## src/rtl/id_operand_stage.sv

```systemverilog
// ID-stage operand formatter: RV32I immediate decode, operand/store-data selection, two-entry skid buffer.
// Optional EX/MEM forwarding onto rs1/rs2 is enabled by defining ID_OPERAND_FWD_EN.
module id_operand_stage #(
    parameter int XLEN = 32
) (
    input  logic            clk,
    input  logic            rst_n,
    input  logic            in_valid,
    output logic            in_ready,
    input  logic [31:0]     in_instr,
    input  logic [XLEN-1:0] in_pc,
    input  logic [XLEN-1:0] reg1_data,
    input  logic [XLEN-1:0] reg2_data,
    input  logic            fwd_valid,
    input  logic [4:0]      fwd_rd,
    input  logic [XLEN-1:0] fwd_data,
    input  logic            flush,
    output logic            out_valid,
    input  logic            out_ready,
    output logic [XLEN-1:0] operand1,
    output logic [XLEN-1:0] operand2,
    output logic [XLEN-1:0] s_data,
    output logic [XLEN-1:0] imm,
    output logic [XLEN-1:0] out_pc,
    output logic            out_illegal
);

    localparam logic [6:0] OP_R     = 7'b0110011;
    localparam logic [6:0] OP_B     = 7'b1100011;
    localparam logic [6:0] OP_IMM   = 7'b0010011;
    localparam logic [6:0] OP_LOAD  = 7'b0000011;
    localparam logic [6:0] OP_STORE = 7'b0100011;
    localparam logic [6:0] OP_JAL   = 7'b1101111;
    localparam logic [6:0] OP_JALR  = 7'b1100111;
    localparam logic [6:0] OP_LUI   = 7'b0110111;
    localparam logic [6:0] OP_AUIPC = 7'b0010111;

    typedef enum logic [1:0] {
        ST_EMPTY = 2'd0,
        ST_BUSY  = 2'd1,
        ST_FULL  = 2'd2
    } state_t;

    typedef struct packed {
        logic [XLEN-1:0] op1;
        logic [XLEN-1:0] op2;
        logic [XLEN-1:0] sdata;
        logic [XLEN-1:0] imm;
        logic [XLEN-1:0] pc;
        logic            illegal;
    } entry_t;

    function automatic logic [XLEN-1:0] sext32(input logic [31:0] v);
        logic [XLEN-1:0] r;
        r       = {XLEN{v[31]}};
        r[31:0] = v;
        return r;
    endfunction

    state_t          state_r, state_next_s;
    logic            in_ready_r, out_valid_r;
    logic            accept_s, load_main_in_s, load_main_skid_s, load_skid_s;
    entry_t          main_r, skid_r, fmt_s;
    logic [6:0]      opcode_s;
    logic [XLEN-1:0] rs1_val_s, rs2_val_s;
    logic [XLEN-1:0] imm_i_s, imm_s_s, imm_b_s, imm_u_s, imm_j_s;

    assign opcode_s = in_instr[6:0];
    assign imm_i_s  = sext32({{20{in_instr[31]}}, in_instr[31:20]});
    assign imm_s_s  = sext32({{20{in_instr[31]}}, in_instr[31:25], in_instr[11:7]});
    assign imm_b_s  = sext32({{19{in_instr[31]}}, in_instr[31], in_instr[7], in_instr[30:25], in_instr[11:8], 1'b0});
    assign imm_u_s  = sext32({in_instr[31:12], 12'h000});
    assign imm_j_s  = sext32({{11{in_instr[31]}}, in_instr[31], in_instr[19:12], in_instr[20], in_instr[30:21], 1'b0});

`ifdef ID_OPERAND_FWD_EN
    // x0 is never forwarded: it reads as zero regardless of what EX/MEM claims to write.
    assign rs1_val_s = (fwd_valid && (fwd_rd != 5'd0) && (fwd_rd == in_instr[19:15])) ? fwd_data : reg1_data;
    assign rs2_val_s = (fwd_valid && (fwd_rd != 5'd0) && (fwd_rd == in_instr[24:20])) ? fwd_data : reg2_data;
`else
    logic fwd_unused_s;
    assign fwd_unused_s = ^{fwd_valid, fwd_rd, fwd_data};
    assign rs1_val_s    = reg1_data;
    assign rs2_val_s    = reg2_data;
`endif

    // Operand, store-data and immediate selection per opcode.
    always_comb begin
        fmt_s.op1     = {XLEN{1'b0}};
        fmt_s.op2     = {XLEN{1'b0}};
        fmt_s.sdata   = {XLEN{1'b0}};
        fmt_s.imm     = {XLEN{1'b0}};
        fmt_s.pc      = in_pc;
        fmt_s.illegal = 1'b0;
        case (opcode_s)
            OP_R: begin
                fmt_s.op1 = rs1_val_s;
                fmt_s.op2 = rs2_val_s;
            end
            OP_B: begin
                fmt_s.op1 = rs1_val_s;
                fmt_s.op2 = rs2_val_s;
                fmt_s.imm = imm_b_s;
            end
            OP_IMM, OP_LOAD: begin
                fmt_s.op1 = rs1_val_s;
                fmt_s.op2 = imm_i_s;
                fmt_s.imm = imm_i_s;
            end
            OP_STORE: begin
                fmt_s.op1   = rs1_val_s;
                fmt_s.op2   = imm_s_s;
                fmt_s.sdata = rs2_val_s;
                fmt_s.imm   = imm_s_s;
            end
            OP_JAL: begin
                fmt_s.op1 = in_pc;
                fmt_s.op2 = XLEN'(32'd4);
                fmt_s.imm = imm_j_s;
            end
            OP_JALR: begin
                fmt_s.op1   = in_pc;
                fmt_s.op2   = XLEN'(32'd4);
                fmt_s.sdata = rs1_val_s;
                fmt_s.imm   = imm_i_s;
            end
            OP_LUI: begin
                fmt_s.op2 = imm_u_s;
                fmt_s.imm = imm_u_s;
            end
            OP_AUIPC: begin
                fmt_s.op1 = in_pc;
                fmt_s.op2 = imm_u_s;
                fmt_s.imm = imm_u_s;
            end
            default: begin
                fmt_s.illegal = 1'b1;
            end
        endcase
    end

    assign accept_s = in_valid & in_ready_r;

    // Skid-buffer next state and register load controls; flush overrides all loads.
    always_comb begin
        state_next_s     = state_r;
        load_main_in_s   = 1'b0;
        load_main_skid_s = 1'b0;
        load_skid_s      = 1'b0;
        if (flush) begin
            state_next_s = ST_EMPTY;
        end else begin
            case (state_r)
                ST_EMPTY: begin
                    if (accept_s) begin
                        state_next_s   = ST_BUSY;
                        load_main_in_s = 1'b1;
                    end else begin
                        state_next_s = ST_EMPTY;
                    end
                end
                ST_BUSY: begin
                    if (accept_s && out_ready) begin
                        load_main_in_s = 1'b1;
                    end else if (accept_s) begin
                        state_next_s = ST_FULL;
                        load_skid_s  = 1'b1;
                    end else if (out_ready) begin
                        state_next_s = ST_EMPTY;
                    end else begin
                        state_next_s = ST_BUSY;
                    end
                end
                ST_FULL: begin
                    if (out_ready) begin
                        state_next_s     = ST_BUSY;
                        load_main_skid_s = 1'b1;
                    end else begin
                        state_next_s = ST_FULL;
                    end
                end
                default: begin
                    state_next_s = ST_EMPTY;
                end
            endcase
        end
    end

    // State, handshake flags and entry registers.
    always_ff @(posedge clk or negedge rst_n) begin
        if (!rst_n) begin
            state_r     <= ST_EMPTY;
            in_ready_r  <= 1'b1;
            out_valid_r <= 1'b0;
            main_r      <= '{default: '0};
            skid_r      <= '{default: '0};
        end else begin
            state_r     <= state_next_s;
            in_ready_r  <= (state_next_s != ST_FULL);
            out_valid_r <= (state_next_s != ST_EMPTY);
            if (load_main_in_s) begin
                main_r <= fmt_s;
            end else if (load_main_skid_s) begin
                main_r <= skid_r;
            end
            if (load_skid_s) begin
                skid_r <= fmt_s;
            end
        end
    end

    assign in_ready    = in_ready_r;
    assign out_valid   = out_valid_r;
    assign operand1    = main_r.op1;
    assign operand2    = main_r.op2;
    assign s_data      = main_r.sdata;
    assign imm         = main_r.imm;
    assign out_pc      = main_r.pc;
    assign out_illegal = main_r.illegal;

endmodule

```

## config.mk

```make
export PLATFORM = sky130hd
export DESIGN_NAME = id_operand_stage
export DESIGN_NICKNAME = d
export VERILOG_FILES = /design/src/rtl/id_operand_stage.sv
export SDC_FILE = /design/constraint.sdc
export NUM_CORES = 1
export LEC_CHECK = 0
export CORE_ASPECT_RATIO = 0.7
export CORE_MARGIN = 5
export CORE_UTILIZATION = 45
export DETAILED_ROUTE_END_ITERATION = 10
export GPL_TIMING_DRIVEN = 0
export PLACE_DENSITY = 0.73
export SYNTH_ARGS = -nofsm -noshare
export SYNTH_HDL_FRONTEND = slang
export SYNTH_SLANG_ARGS = --single-unit
```

## constraint.sdc

```tcl
create_clock -name clk -period 2.5 [get_ports clk]
set_input_delay 0.375 -clock clk [delete_from_list [all_inputs] [get_ports clk]]
set_output_delay 0.375 -clock clk [all_outputs]
set_load 0.02 [all_outputs]
```

==> flow_metrics.py <==
metrics = {
    "run_status": {
        "status": "finished, violations left",
        "violations": "negative setup slack",
    },
    "layout": {
        "post-route-util_pct": 60.26,
        "final_common_cell": "nand2_1",
        "final_area_um2": 19570,
        "final-seq-area_um2": 8159,
        "drive_gt1_share_pct": 8.135,
        "fin_nets": 2042,
        "nFillCells": 2774,
        "multi_input_area_um2": 6080,
        "area_growth_pct": 31.52,
        "layout_common_cells": "411 x nand2_1, 325 x dfrtp_1, 291 x clkdlybuf4s50_1, 77 x a21oi_1",
    },
    "floorplanning": {
        "dieArea_um2": 36870,
        "die_y_um": 162.2,
        "die_w_um": 227.4,
        "start_util_pct": 45.82,
        "core_um2": 32480,
        "boundaryPins": 334,
        "num_rows": 55,
    },
    "global_routing": {
        "grt_pass1_vias": 13930,
        "grt_overflow": 0,
        "antenna_found_initial": 7,
        "grt_pass1_wl_um": 87330,
        "grt_max_degree": 115,
        "grtUsageTotal_pct": 31.02,
    },
    "synthesis": {
        "synthTopCellsByArea": "dfrtp_1 55%, nand2_1 10%, a22o_1 3.9%, mux2i_1 3.1%, a21oi_1 2.6%",
        "synthesis.nets": 1710,
        "synth-seq-cells": 326,
        "synth_area_leader_cell": "dfrtp_1",
        "synth_async_sr_flop_share_pct": 100.0,
        "synth_edf_count": 0,
        "synth_cells": 1539,
        "yosys_warnings": 0,
        "synth_area_um2": 14880,
        "ys.flop_type": "dfrtp_1",
        "synth_cell_type_count": 54,
        "avgSynthCellArea_um2": 9.671,
        "seq_area_frac_synth_pct": 54.82,
        "yosysTopAreaCellShare_pct": 54.64,
    },
    "placed_design": {
        "pre_cts_ws_ns": -0.6536,
        "place_hpwl_um": 43150,
        "gp_congestion": 0.9589,
        "place_area_um2": 18400,
        "io_buffers": 292,
    },
    "power_and_ir_drop": {
        "internal_power_mw": 10.31,
        "peakVddDrop_v": 0.0004631,
        "p_sw_share_pct": 28.69,
        "clockPowerShare_pct": 36.4,
        "switchingPower_mw": 4.147,
        "p_leak_nw": 8.826,
        "seqPwrFrac_pct": 43.8,
        "power_mw": 14.45,
        "combPwrFrac_pct": 19.8,
        "p_per_area_nw_per_um2": 738.4,
    },
    "drt": {
        "route.detailed.drc": 0,
        "dr.pass1.iters": 5,
        "drtIter0Drc": 1839,
        "wl_met3_um": 6658,
        "top_layer": "met5",
        "via_per_inst": 6.055,
        "wl_per_cell_um": 25.03,
        "wl_met1_um": 24540,
        "vias": 14070,
        "routed_wl_um": 58170,
        "met2_length_um": 24570,
        "final_antenna_net_count": 0,
    },
    "critical_path": {
        "critical_path_arrival_ns": 2.96,
        "crit_fanout": 10,
        "critPathLaunchType": "input pin",
        "path_class": "in2reg",
        "required_ns": 2.93,
        "r2r_cells": 5,
        "end_kind": "register",
    },
    "timing": {
        "drv_slew": 0,
        "grt_setup_unrepaired": "no",
        "post-route-period-util_pct": 101.1,
        "fin_crit_ns": 2.527,
        "hold_viol_final": 0,
        "tightestPinTransition_ns": 1.002,
        "setup_ws_ns": -0.02668,
        "clock_skew_ns": 0.02035,
        "setup_viol": 3,
        "maxSlewHeadroom_pct": 33.23,
        "fmax_mhz": 395.8,
    },
    "clock_network": {
        "clk_path_buf_depth": 3,
        "htree_levels": 2,
        "cts_setup_buffers": 0,
        "clk_pin_slew_ns": 0.06,
        "cts_root_buf": "clkbuf_16",
        "cts_buffers": 35,
        "cts_sinks": 326,
        "cts_tree": "done",
        "clock_latency_ns": 0.53,
    },
    "min_path": {
        "hold_depth": 4,
        "min_path_type": "in2reg",
    },
    "job": {
        "maxCapViolCount": 0,
    },
}
==> kinds of logic after synthesis <==
family	count (synthesis)	share of synthesized area [%]
compound gates	416	19.24
xor+xnor	2	0.1177
buf+inv	137	4.422
flops	326	54.82
mux	48	3.245
simple gates	610	18.15
==> metrics by stage <==
step	TNS, ns	instances	hold WS [ns]
2_1_floorplan	0	1539	0.07941
3_3_place_gp	-4382.38	2258	0.4581
3_5_place_dp	-128.68	2260	0.4627
4_1_cts	0	2320	0.3939
5_1_grt	0	2324	0.4347
6_report	-0.05690	2324	0.4092
==> flip-flops by register name, indices dropped and copies added (netlist names) <==
name,count
skid_r,161
out_illegal,1
state_r,2
out_pc,32
imm,32
s_data,32
operand2,32
operand1,32
out_valid,1
in_ready,1
==> worst paths after layout <==
path | endpoint | start | slack [ns]
max reg2reg | s_data[2] | in_ready | 0.05
min | imm[11] | in_instr[6] | 0.41
min reg2reg | skid_r[18] | skid_r[18] | 0.48
min in group asynchronous | skid_r[113] | rst_n | 0.47
max in group asynchronous | skid_r[22] | rst_n | 0.47
max | skid_r[130] | in_instr[2] | -0.03
==> layer usage <==
layer | vias up | track usage [%]
met5 | - | 0
met4 | 4 | 10.95
met3 | 127 | 8.130
met2 | 803 | 44.66
met1 | 7042 | 45.46
li1 | 6096 | -
==> power by group through the flow <==
stage / Clock (mW) / Sequential, mW / Combinational, mW
floorplan: 0 / 6.74 / 0.934
global placement: 0 / 6.40 / 2.77
detailed placement: 0 / 6.40 / 2.83
CTS: 5.29 / 6.32 / 2.86
global route: 5.52 / 6.39 / 3.08
finish: 5.26 / 6.33 / 2.86
==> what timing repair did <==
action,4_1_cts,5_1_grt
setup endpoints to repair,146,65
endpoints found under the hold margin,99,0
hold buffers,1,0
gates resized for setup,3,5
==> cell usage after synthesis (31+ instances only) <==
cell	number
a31oi_1	35
nand2_1	411
nor2_1	64
buf_2	58
and3_1	58
a22o_1	66
a21oi_1	77
o2bb2ai_1	31
dfrtp_1	325
a22oi_1	43
clkbuf_1	58
mux2i_1	46
o21ai_0	66
==> critical path, cell delays in order <==
cell and delay (ns):
clkdlybuf4s50_1 0.52, buf_6 0.20, nand4bb_1 0.23, a21oi_1 0.79, buf_2 0.46, a22oi_1 0.15, o21ai_0 0.22
==> area by class of cell <==
class | instances | area share (%)
sequential | 326 | 41.68
multi-input combinational | 1076 | 31.06
timing repair buffer | 295 | 15.29
clock buffer | 49 | 5.114
buffer | 132 | 3.292
tap | 427 | 2.729
clock inverter | 10 | 0.6840
inverter | 5 | 0.09588
antenna | 4 | 0.05114
(Power assumes the default switching activity.)
